$ cat config.mk
export PLATFORM = sky130hd
export DESIGN_NAME = color_ram_arbiter_flat
export DESIGN_NICKNAME = d
export VERILOG_FILES = /design/src/rtl/color_ram_arbiter_if.sv /design/src/rtl/color_ram_arbiter.sv /design/src/flat_wrapper.sv
export SDC_FILE = /design/constraint.sdc
export NUM_CORES = 1
export LEC_CHECK = 0
export BUFFER_PORTS_ARGS = -buffer_cell sky130_fd_sc_hd__buf_2
export CAP_MARGIN = 10
export CORE_MARGIN = 4
export CORE_UTILIZATION = 49
export CTS_CLUSTER_DIAMETER = 30
export DETAILED_ROUTE_END_ITERATION = 6
export MAX_ROUTING_LAYER = met4
export PLACE_DENSITY = 0.84
export SLEW_MARGIN = 20
export SYNTH_ARGS = -nofsm -noshare
export SYNTH_HDL_FRONTEND = slang
export SYNTH_SLANG_ARGS = --single-unit
$ cat constraint.sdc
create_clock -name clk -period 2.19 [get_ports clk]
set_input_delay 0 -clock clk [delete_from_list [all_inputs] [get_ports clk]]
set_output_delay 0 -clock clk [all_outputs]
set_load 0.03 [all_outputs]
$ cat src/rtl/color_ram_arbiter_if.sv
// Bus bundle between the color RAM arbiter, the CPU/pixel sources and the 2149 RAM slices.
interface color_ram_arbiter_if #(
    parameter int AW = 10,
    parameter int DW = 16
);
    logic          pix_en;
    logic          blank;
    logic [AW-1:0] pix_addr;
    logic          cpu_sel_b;
    logic          cpu_rw_b;
    logic [AW-1:0] cpu_addr;
    logic [DW-1:0] cpu_wdata;
    logic [DW-1:0] cpu_rdata;
    logic          cpu_ack_b;
    logic [AW-1:0] ram_addr;
    logic          ram_we_b;
    logic [DW-1:0] ram_din;
    logic [DW-1:0] ram_dout;
    logic [DW-1:0] pix_color;
    logic          pix_valid;
    logic [7:0]    steal_cnt;

    modport slave (
        input  pix_en, blank, pix_addr, cpu_sel_b, cpu_rw_b, cpu_addr, cpu_wdata, ram_dout,
        output cpu_rdata, cpu_ack_b, ram_addr, ram_we_b, ram_din, pix_color, pix_valid, steal_cnt
    );

    modport master (
        output pix_en, blank, pix_addr, cpu_sel_b, cpu_rw_b, cpu_addr, cpu_wdata, ram_dout,
        input  cpu_rdata, cpu_ack_b, ram_addr, ram_we_b, ram_din, pix_color, pix_valid, steal_cnt
    );
endinterface

$ cat src/rtl/color_ram_arbiter.sv
// Single-port color RAM arbiter: video lookups own pixel strobes, the CPU fills free
// cycles and steals one pixel slot after waiting MAX_WAIT cycles.
module color_ram_arbiter #(
    parameter int MAX_WAIT = 15,
    parameter int AW       = 10,
    parameter int DW       = 16
) (
    input  logic               clk,
    input  logic               rst_b,
    color_ram_arbiter_if.slave bus
);
    typedef enum logic [2:0] {IDLE, REQ, ACCESS, DATA, ACK} state_t;
    typedef enum logic [1:0] {PK_LOOKUP, PK_BLANK, PK_STOLEN} pix_kind_t;

    localparam logic [7:0] WAIT_MAX = 8'(MAX_WAIT);

    state_t    state, state_nxt;
    logic [7:0] wait_cnt;
    logic      vid_req, force_steal, cpu_gnt, vid_gnt;
    logic [1:0] vld_pipe;
    pix_kind_t kind0, kind1;

    always_comb begin
        vid_req     = bus.pix_en & ~bus.blank;
        force_steal = (state == REQ) & ~bus.cpu_sel_b & (wait_cnt == WAIT_MAX);
        cpu_gnt     = (state == REQ) & ~bus.cpu_sel_b & (~vid_req | force_steal);
        vid_gnt     = vid_req & ~force_steal;
        state_nxt   = state;
        case (state)
            IDLE:    if (!bus.cpu_sel_b && bus.cpu_ack_b) state_nxt = REQ;
            REQ:     if (bus.cpu_sel_b) state_nxt = IDLE;
                     else if (cpu_gnt)  state_nxt = ACCESS;
            // ram_we_b still carries the registered direction of the granted access
            ACCESS:  if (bus.cpu_sel_b)     state_nxt = IDLE;
                     else if (bus.ram_we_b) state_nxt = DATA;
                     else                   state_nxt = ACK;
            DATA:    state_nxt = bus.cpu_sel_b ? IDLE : ACK;
            ACK:     if (bus.cpu_sel_b) state_nxt = IDLE;
            default: state_nxt = IDLE;
        endcase
    end

    // wait_cnt counts REQ cycles including the entry cycle
    always_ff @(posedge clk or negedge rst_b) begin
        if (!rst_b) begin
            state         <= IDLE;
            wait_cnt      <= 8'd0;
            bus.cpu_ack_b <= 1'b1;
            bus.cpu_rdata <= '0;
        end else begin
            state         <= state_nxt;
            bus.cpu_ack_b <= (state_nxt != ACK);
            if (state_nxt != REQ)      wait_cnt <= 8'd0;
            else if (state != REQ)     wait_cnt <= 8'd1;
            else if (wait_cnt < WAIT_MAX) wait_cnt <= wait_cnt + 8'd1;
            if (state == DATA) bus.cpu_rdata <= bus.ram_dout;
        end
    end

    always_ff @(posedge clk or negedge rst_b) begin
        if (!rst_b) begin
            bus.ram_addr <= '0;
            bus.ram_din  <= '0;
            bus.ram_we_b <= 1'b1;
        end else if (cpu_gnt) begin
            bus.ram_addr <= bus.cpu_addr;
            bus.ram_din  <= bus.cpu_wdata;
            bus.ram_we_b <= bus.cpu_rw_b;
        end else if (vid_gnt) begin
            bus.ram_addr <= bus.pix_addr;
            bus.ram_we_b <= 1'b1;
        end else begin
            bus.ram_we_b <= 1'b1;
        end
    end

    // Two-stage strobe pipeline lines up with the synchronous RAM read
    always_ff @(posedge clk or negedge rst_b) begin
        if (!rst_b) begin
            vld_pipe      <= '0;
            kind0         <= PK_LOOKUP;
            kind1         <= PK_LOOKUP;
            bus.pix_valid <= 1'b0;
            bus.pix_color <= '0;
            bus.steal_cnt <= 8'd0;
        end else begin
            vld_pipe      <= {vld_pipe[0], bus.pix_en};
            kind0         <= bus.blank ? PK_BLANK : (force_steal ? PK_STOLEN : PK_LOOKUP);
            kind1         <= kind0;
            bus.pix_valid <= vld_pipe[1];
            if (vld_pipe[1]) begin
                case (kind1)
                    PK_LOOKUP: bus.pix_color <= bus.ram_dout;
                    PK_BLANK:  bus.pix_color <= '0;
                    default:   bus.pix_color <= bus.pix_color;
                endcase
            end
            if (vid_req && force_steal && bus.steal_cnt != 8'hFF)
                bus.steal_cnt <= bus.steal_cnt + 8'd1;
        end
    end
endmodule

$ cat src/flat_wrapper.sv
// flat-port wrapper written by rule: the top's interface ports become plain ports
module color_ram_arbiter_flat 
#(
    parameter int MAX_WAIT = 15,
    parameter int AW       = 10,
    parameter int DW       = 16
)
  (clk, rst_b, bus_pix_en, bus_blank, bus_pix_addr, bus_cpu_sel_b, bus_cpu_rw_b, bus_cpu_addr, bus_cpu_wdata, bus_ram_dout, bus_cpu_rdata, bus_cpu_ack_b, bus_ram_addr, bus_ram_we_b, bus_ram_din, bus_pix_color, bus_pix_valid, bus_steal_cnt);
  color_ram_arbiter_if #(.AW(AW), .DW(DW)) bus_i ();
  input  logic clk;
  input  logic rst_b;
  input wire logic [$bits(bus_i.pix_en)-1:0] bus_pix_en;
  input wire logic [$bits(bus_i.blank)-1:0] bus_blank;
  input wire logic [$bits(bus_i.pix_addr)-1:0] bus_pix_addr;
  input wire logic [$bits(bus_i.cpu_sel_b)-1:0] bus_cpu_sel_b;
  input wire logic [$bits(bus_i.cpu_rw_b)-1:0] bus_cpu_rw_b;
  input wire logic [$bits(bus_i.cpu_addr)-1:0] bus_cpu_addr;
  input wire logic [$bits(bus_i.cpu_wdata)-1:0] bus_cpu_wdata;
  input wire logic [$bits(bus_i.ram_dout)-1:0] bus_ram_dout;
  output wire logic [$bits(bus_i.cpu_rdata)-1:0] bus_cpu_rdata;
  output wire logic [$bits(bus_i.cpu_ack_b)-1:0] bus_cpu_ack_b;
  output wire logic [$bits(bus_i.ram_addr)-1:0] bus_ram_addr;
  output wire logic [$bits(bus_i.ram_we_b)-1:0] bus_ram_we_b;
  output wire logic [$bits(bus_i.ram_din)-1:0] bus_ram_din;
  output wire logic [$bits(bus_i.pix_color)-1:0] bus_pix_color;
  output wire logic [$bits(bus_i.pix_valid)-1:0] bus_pix_valid;
  output wire logic [$bits(bus_i.steal_cnt)-1:0] bus_steal_cnt;
  assign bus_i.pix_en = bus_pix_en;
  assign bus_i.blank = bus_blank;
  assign bus_i.pix_addr = bus_pix_addr;
  assign bus_i.cpu_sel_b = bus_cpu_sel_b;
  assign bus_i.cpu_rw_b = bus_cpu_rw_b;
  assign bus_i.cpu_addr = bus_cpu_addr;
  assign bus_i.cpu_wdata = bus_cpu_wdata;
  assign bus_i.ram_dout = bus_ram_dout;
  assign bus_cpu_rdata = bus_i.cpu_rdata;
  assign bus_cpu_ack_b = bus_i.cpu_ack_b;
  assign bus_ram_addr = bus_i.ram_addr;
  assign bus_ram_we_b = bus_i.ram_we_b;
  assign bus_ram_din = bus_i.ram_din;
  assign bus_pix_color = bus_i.pix_color;
  assign bus_pix_valid = bus_i.pix_valid;
  assign bus_steal_cnt = bus_i.steal_cnt;
  color_ram_arbiter #(.MAX_WAIT(MAX_WAIT), .AW(AW), .DW(DW)) u_core (.clk(clk), .rst_b(rst_b), .bus(bus_i));
endmodule
==> results of run 1 <==
[logic make-up after synthesis]
family          after synthesis
fa+ha+maj                     2
buf+inv                      15
xor+xnor                      7
flops                        86
compound gates               33
simple gates                 96
mux                          36
[path summary, 6_finish.rpt]
path,start,endpoint,slack [ns],depth (start not counted)
max,u_core.state[1],u_core.bus.steal_cnt[1],0.26,4
min,rst_b,u_core.bus.cpu_rdata[11],0.20,2
max reg2reg,u_core.state[1],u_core.bus.steal_cnt[1],0.26,4
min reg2reg,u_core.kind0[1],u_core.kind1[1],0.35,0
max in group asynchronous,rst_b,u_core.bus.cpu_ack_b,1.29,3
min in group clk,bus_pix_en,u_core.vld_pipe[0],0.33,2
[registers in the layout (all words and copies together), names as in the netlist]
signal	cells
u_core.bus.cpu_rdata	16
u_core.bus.pix_color	16
u_core.bus.ram_din	16
u_core.bus.ram_addr	10
u_core.bus.steal_cnt	8
u_core.wait_cnt	8
u_core.state	3
u_core.kind0	2
u_core.kind1	2
u_core.vld_pipe	2
u_core.bus.cpu_ack_b	1
u_core.bus.pix_valid	1
u_core.bus.ram_we_b	1
[stage by stage]
stage	power, mW	std cells	hold WS, ns
after floorplan	3.44	275	-0.296
after global placement	3.97	491	0.0467
after detailed placement	4.02	491	0.0475
after CTS	5.21	564	0.219
after global routing	5.47	564	0.261
final	5.22	564	0.204
[power groups by stage]
stage	Sequential, mW	Combinational, mW	Clock, mW
5_1_grt	2.23	2.02	1.22
3_3_place_gp	2.18	1.79	0
2_1_floorplan	2.93	0.514	0
3_5_place_dp	2.19	1.83	0
4_1_cts	2.17	1.90	1.14
6_report	2.19	1.91	1.12
[layer usage]
layer | up-vias | track usage | share of wire | wire, um
met5 | - | - | 0 | 0
met4 | 0 | 0.0952 | 0.025 | 227
met3 | 24 | 0.0426 | 0.062 | 573
met2 | 127 | 0.376 | 0.50 | 4630
met1 | 1411 | 0.268 | 0.41 | 3780
li1 | 1343 | - | - | -
[critical path, cell delays in order, from the launching register on]
cell	delay (ns)
dfrtp_1	0.47
nor4b_4	0.51
nand4_4	0.21
nor2_1	0.26
mux2_2	0.37
[cell type report]
class | instances | area [um^2]
fillers | 468 | 1840
well taps | 96 | 120
clock buffers | 13 | 159
multi-input cells | 174 | 1320
flip-flops and latches | 86 | 2150
clock inverters | 3 | 42.5
repair buffers | 188 | 1250
inverters | 4 | 15.0
[synthesized netlist by cell type (all sizes together)]
master	instances	area (um^2)
dfstp	2	52.6
a31oi	1	6.26
nand2	27	111
or4	1	11.3
or3	10	62.6
nor4	2	25.0
a211oi	1	12.5
nand2b	19	119
o21ai	18	93.8
a21oi	1	5.00
nor3b	2	15.0
o21a	1	7.51
xor2	6	52.6
nand3	9	45.0
o221a	10	113
clkbuf	8	31.3
mux2	36	435
a311oi	1	8.76
xnor2	1	8.76
nor2	9	33.8
buf	3	27.5
nor3	6	30.0
nor4b	1	23.8
ha	2	25.0
inv	4	15.0
dfrtp	84	2100
or2	1	6.26
nor2b	1	6.26
and3	5	31.3
nand4	3	33.8
==> flow_summary.yaml, run 1 <==
status:
  status: "complete, no violations"
timing:
  tightestPinTransition_ns: 0.958
  max_freq_mhz: 517
  drv_slew: 0
  hold_violations: 0
  rsz0062_at_grt: "false"
  fin_crit_sh: 0.883
  min_period_ns: 1.93
  slew_headroom: 0.361
  finalSetupViolCount: 0
  fin_ws_ns: 0.255
  skew_ns: 0.00765
  finalSetupTns_ns: 0
logic_synthesis:
  synth_fp_nets: 335
  synth.avg_cell_area_um2: 12.9
  synth_xor_area_frac: 0.0173
  synth_top_family_by_area: "simple AND/OR/NAND/NOR gates"
  synth-compound-area-share: 0.0694
  synth_area_mm2: 0.00355
  ys_warn_count: 0
  ys_ff_latch: 86
  synthMuxAreaShare: 0.123
  synth-simple-area-share: 0.156
  syn_inst: 275
  yosys.cell_types.count: 38
  yosysSeqAreaShare: 0.607
  synth_adder_area_share: 0.00705
placed_design:
  dp_slack_ns: 0.273
  place_area_mm2: 0.00430
  gp_congestion: 0.812
  hpwl_um: 5580
  portBuffers: 126
die:
  design.core.area_mm2: 0.00691
  io_pins: 127
  die_w_um: 93.1
  row_count: 30
  initial_core_util: 0.514
  die-area_mm2: 0.00867
  die_h_um: 93.1
hold_path:
  min_path_type: "primary input to async pin"
drt:
  wl_per_cell_um: 16.3
  vias_per_cell: 5.15
  vias: 2905
  drt-total-wl_um: 9210
  drc: 0
  firstDrtPassIters: 4
  drt_iter0_markers: 99
  final_antenna_net_count: 0
clock_tree:
  clock_sinks: 86
  hold_buffers: 57
  path_clk_slew_ns: 0.08
  h-tree-depth: 3
  cts_resized: 0
  cts_buffers: 9
  clk_latency_ns: 0.34
  post-cts-setup-buffers: 0
  clockRootBuffer: "clkbuf_8"
  cts_buffer_depth: 2
  cts_tree: "built"
critical_path:
  cp_max_fo: 7
  critical_path_class: "flop to flop"
  arrival_ns: 2.16
  critPathRequiredTime_ns: 2.41
  crit_path_end_kind: "flop"
  crit_path_start_kind: "flop"
cells_and_area:
  final_cell_mix: "buf_2, dfrtp_1, dlygate4sd3_1, mux2_2, nand2_1"
  final_common_cell: "buf_2"
  layout-drive-gt1-share: 0.429
  nets: 523
  finish.utilization: 0.734
  areaGrowthSynthToFinish_pct: 42.7
  n_antenna_cell: 0
  fin_area_mm2: 0.00507
flow_run:
  max-cap-violations: 0
power_and_ir_drop:
  power.leakage_nw: 2.48
  p_per_area_mw_per_mm2: 1030
  p_sw_frac: 0.370
  ir_drop_uv: 739
  pwr-share-clk: 0.215
  internal-power_mw: 3.29
  seq_power_share: 0.418
  p_switching_mw: 1.93
  combPwrFrac: 0.367
grt:
  grt_pass1_vias: 3090
  grt_max_degree: 49
  grt_overflow: 0
  grt_pass1_wl_um: 14900
  grt_usage: 0.225
  antenna_found_initial: 0
Note: power is estimated with default switching activity, not from simulation.
==> inputs of run 2 (changes only) <==
--- a/config.mk
+++ b/config.mk
@@ -8,11 +8,13 @@
 export BUFFER_PORTS_ARGS = -buffer_cell sky130_fd_sc_hd__buf_2
 export CAP_MARGIN = 10
 export CORE_MARGIN = 4
-export CORE_UTILIZATION = 49
+export CORE_UTILIZATION = 55
+export CTS_BUF_LIST = sky130_fd_sc_hd__clkbuf_4
 export CTS_CLUSTER_DIAMETER = 30
 export DETAILED_ROUTE_END_ITERATION = 6
 export MAX_ROUTING_LAYER = met4
-export PLACE_DENSITY = 0.84
+export PLACE_DENSITY = 0.92
+export REMOVE_ABC_BUFFERS = 1
 export SLEW_MARGIN = 20
 export SYNTH_ARGS = -nofsm -noshare
 export SYNTH_HDL_FRONTEND = slang
==> constraint.sdc (replaced) <==
create_clock -name clk -period 2.3 [get_ports clk]
set_input_delay 0 -clock clk [delete_from_list [all_inputs] [get_ports clk]]
set_output_delay 0 -clock clk [all_outputs]
set_load 0.03 [all_outputs]
==> run 2 against run 1 <==
  * Utilization is 6.0 points higher
  * Final cell count decreased by 3.5%
  * Die area fell by 10%
  * Sequential cell count unchanged
  * Count of clock-buffer cells in the layout is 4 lower
  * Non-clock buffer count shrank 1
  * Critical path depth stayed put
  * Setup slack better by 0.037 ns
  * Total power fell by 3.8%
  * Sequential share of layout area up 0.50 points
  * Highest routed layer unchanged
==> flow_summary.yaml, run 2 (synthesis gave the netlist of run 1 again) <==
status:
  status: "complete, no violations"
hold_path:
  min_path_type: "primary input to async pin"
timing:
  min_period_ns: 2.01
  slew_headroom: 0.322
  skew_ns: 0.0203
  finalSetupTns_ns: 0
  finalSetupViolCount: 0
  rsz0062_at_grt: "false"
  tightestPinTransition_ns: 1.02
  max_freq_mhz: 498
  drv_slew: 0
  fin_crit_sh: 0.873
  hold_violations: 0
  fin_ws_ns: 0.292
cells_and_area:
  final_common_cell: "buf_2"
  areaGrowthSynthToFinish_pct: 41.0
  final_cell_mix: "buf_2, dfrtp_1, dlygate4sd3_1, mux2_2, nand2_1"
  nets: 522
  layout-drive-gt1-share: 0.430
  reg_top3: "u_core.bus.cpu_rdata (16), u_core.bus.pix_color (16), u_core.bus.ram_din (16)"
  finish.utilization: 0.793
  n_antenna_cell: 0
  fin_cells: 544
grt:
  antenna_found_initial: 0
  grt_overflow: 0
  grt_usage: 0.273
  grt_max_degree: 54
  grt_pass1_vias: 3103
  grt_pass1_wl_um: 15500
die:
  io_pins: 127
  die-area_mm2: 0.00781
  die_w_um: 88.4
  row_count: 29
  die_h_um: 88.4
  design.core.area_mm2: 0.00631
  initial_core_util: 0.562
clock_tree:
  cts_buffers: 9
  cts_tree: "built"
  path_clk_slew_ns: 0.14
  h-tree-depth: 3
  cts_buffer_depth: 2
  cts_resized: 0
  clockRootBuffer: "clkbuf_4"
  clock_sinks: 86
  clk_latency_ns: 0.42
critical_path:
  max_stage_delay_ns: 0.56
  critical_path_class: "flop to flop"
  reg2regPathDepth: 4
  path_depth: 4
  arrival_ns: 2.33
  worst_path_max_delay_cell: "or4_4"
  crit_family: "simple AND/OR/NAND/NOR gates"
  cp_max_fo: 28
  critPathRequiredTime_ns: 2.62
  crit_path_end_kind: "flop"
  path_buf_inv: 0
  crit_path_start_kind: "flop"
  path_cells: "or4_4 -> o21ai_2 -> nand2_4 -> mux2_2"
drt:
  drt-total-wl_um: 9980
  firstDrtPassIters: 4
  drc: 0
  wl_per_cell_um: 18.3
  met2_length_um: 4990
  m1WireLength_um: 3890
  drt_iter0_markers: 135
  vias_per_cell: 5.50
  top_layer: "met4"
  final_antenna_net_count: 0
  vias: 2993
  dr_wl_met3_um: 847
power_and_ir_drop:
  power.leakage_nw: 2.47
  ir_drop_uv: 856
  p_sw_frac: 0.379
  p_switching_mw: 1.90
  seq_power_share: 0.419
  pwr-share-clk: 0.215
  internal-power_mw: 3.12
  combPwrFrac: 0.366
  p_per_area_mw_per_mm2: 1000
flow_run:
  max-cap-violations: 0
placed_design:
  gp_congestion: 0.860
  dp_slack_ns: 0.367
  hpwl_um: 5740
  placed_cells: 471
  portBuffers: 126
[run 2: cell count changes in the layout (fill, tap and decap cells not counted), sizes merged]
cell,delta
bufinv,+2
clkbuf,-4
inv,+2
buf,-1
[run 2: cell type report]
| cell class | count | area [um^2] |
|---|---|---|
| well taps | 77 | 96.3 |
| clock inverters | 7 | 119 |
| repair buffers | 187 | 1230 |
| clock buffers | 9 | 67.6 |
| flip-flops and latches | 86 | 2150 |
| fillers | 346 | 1310 |
| multi-input cells | 174 | 1320 |
| inverters | 4 | 15.0 |
[run 2: final timing paths]
path                                     from  slack, ns                 endpoint
max                        u_core.wait_cnt[5]       0.29    u_core.bus.ram_din[4]
min                                     rst_b       0.13       u_core.wait_cnt[1]
max reg2reg                u_core.wait_cnt[5]       0.29    u_core.bus.ram_din[4]
min reg2reg                   u_core.kind0[0]       0.36          u_core.kind1[0]
max in group asynchronous               rst_b       1.48  u_core.bus.pix_color[7]
min in group clk                    bus_blank       0.25          u_core.kind0[0]
[run 2: layer usage]
| layer | up-vias | GRT usage |
|---|---|---|
| met5 | - | - |
| met4 | 0 | 0.110 |
| met3 | 30 | 0.0559 |
| met2 | 164 | 0.462 |
| met1 | 1460 | 0.318 |
| li1 | 1339 | - |
[run 2: power groups by stage]
stage          registers (mW)  logic (mW)  clock network [mW]
3_3_place_gp             2.08        1.69                   0
3_5_place_dp             2.10        1.74                   0
6_report                 2.10        1.84                1.08
2_1_floorplan            2.79       0.467                   0
5_1_grt                  2.14        1.94                1.16
4_1_cts                  2.07        1.81                1.08
[run 2: through the flow]
stage	total power, mW	area, um^2	hold slack [ns]
after floorplan	3.26	3490	-0.296
after global placement	3.78	4250	0.0568
after detailed placement	3.84	4250	0.0663
after CTS	4.97	5010	0.156
after global routing	5.24	5010	0.181
final	5.03	5010	0.129
[run 2: worst register-to-register path: stages (launching register included)]
cell,delay [ns]
dfrtp_1,0.45
or4_4,0.57
o21ai_2,0.22
nand2_4,0.27
mux2_2,0.40
[run 2: repair_timing]
| action | 4_1_cts | 5_1_grt |
|---|---|---|
| hold buffers | 57 | 0 |
| setup buffers | 0 | 0 |
| endpoints found under the hold margin | 117 | 0 |
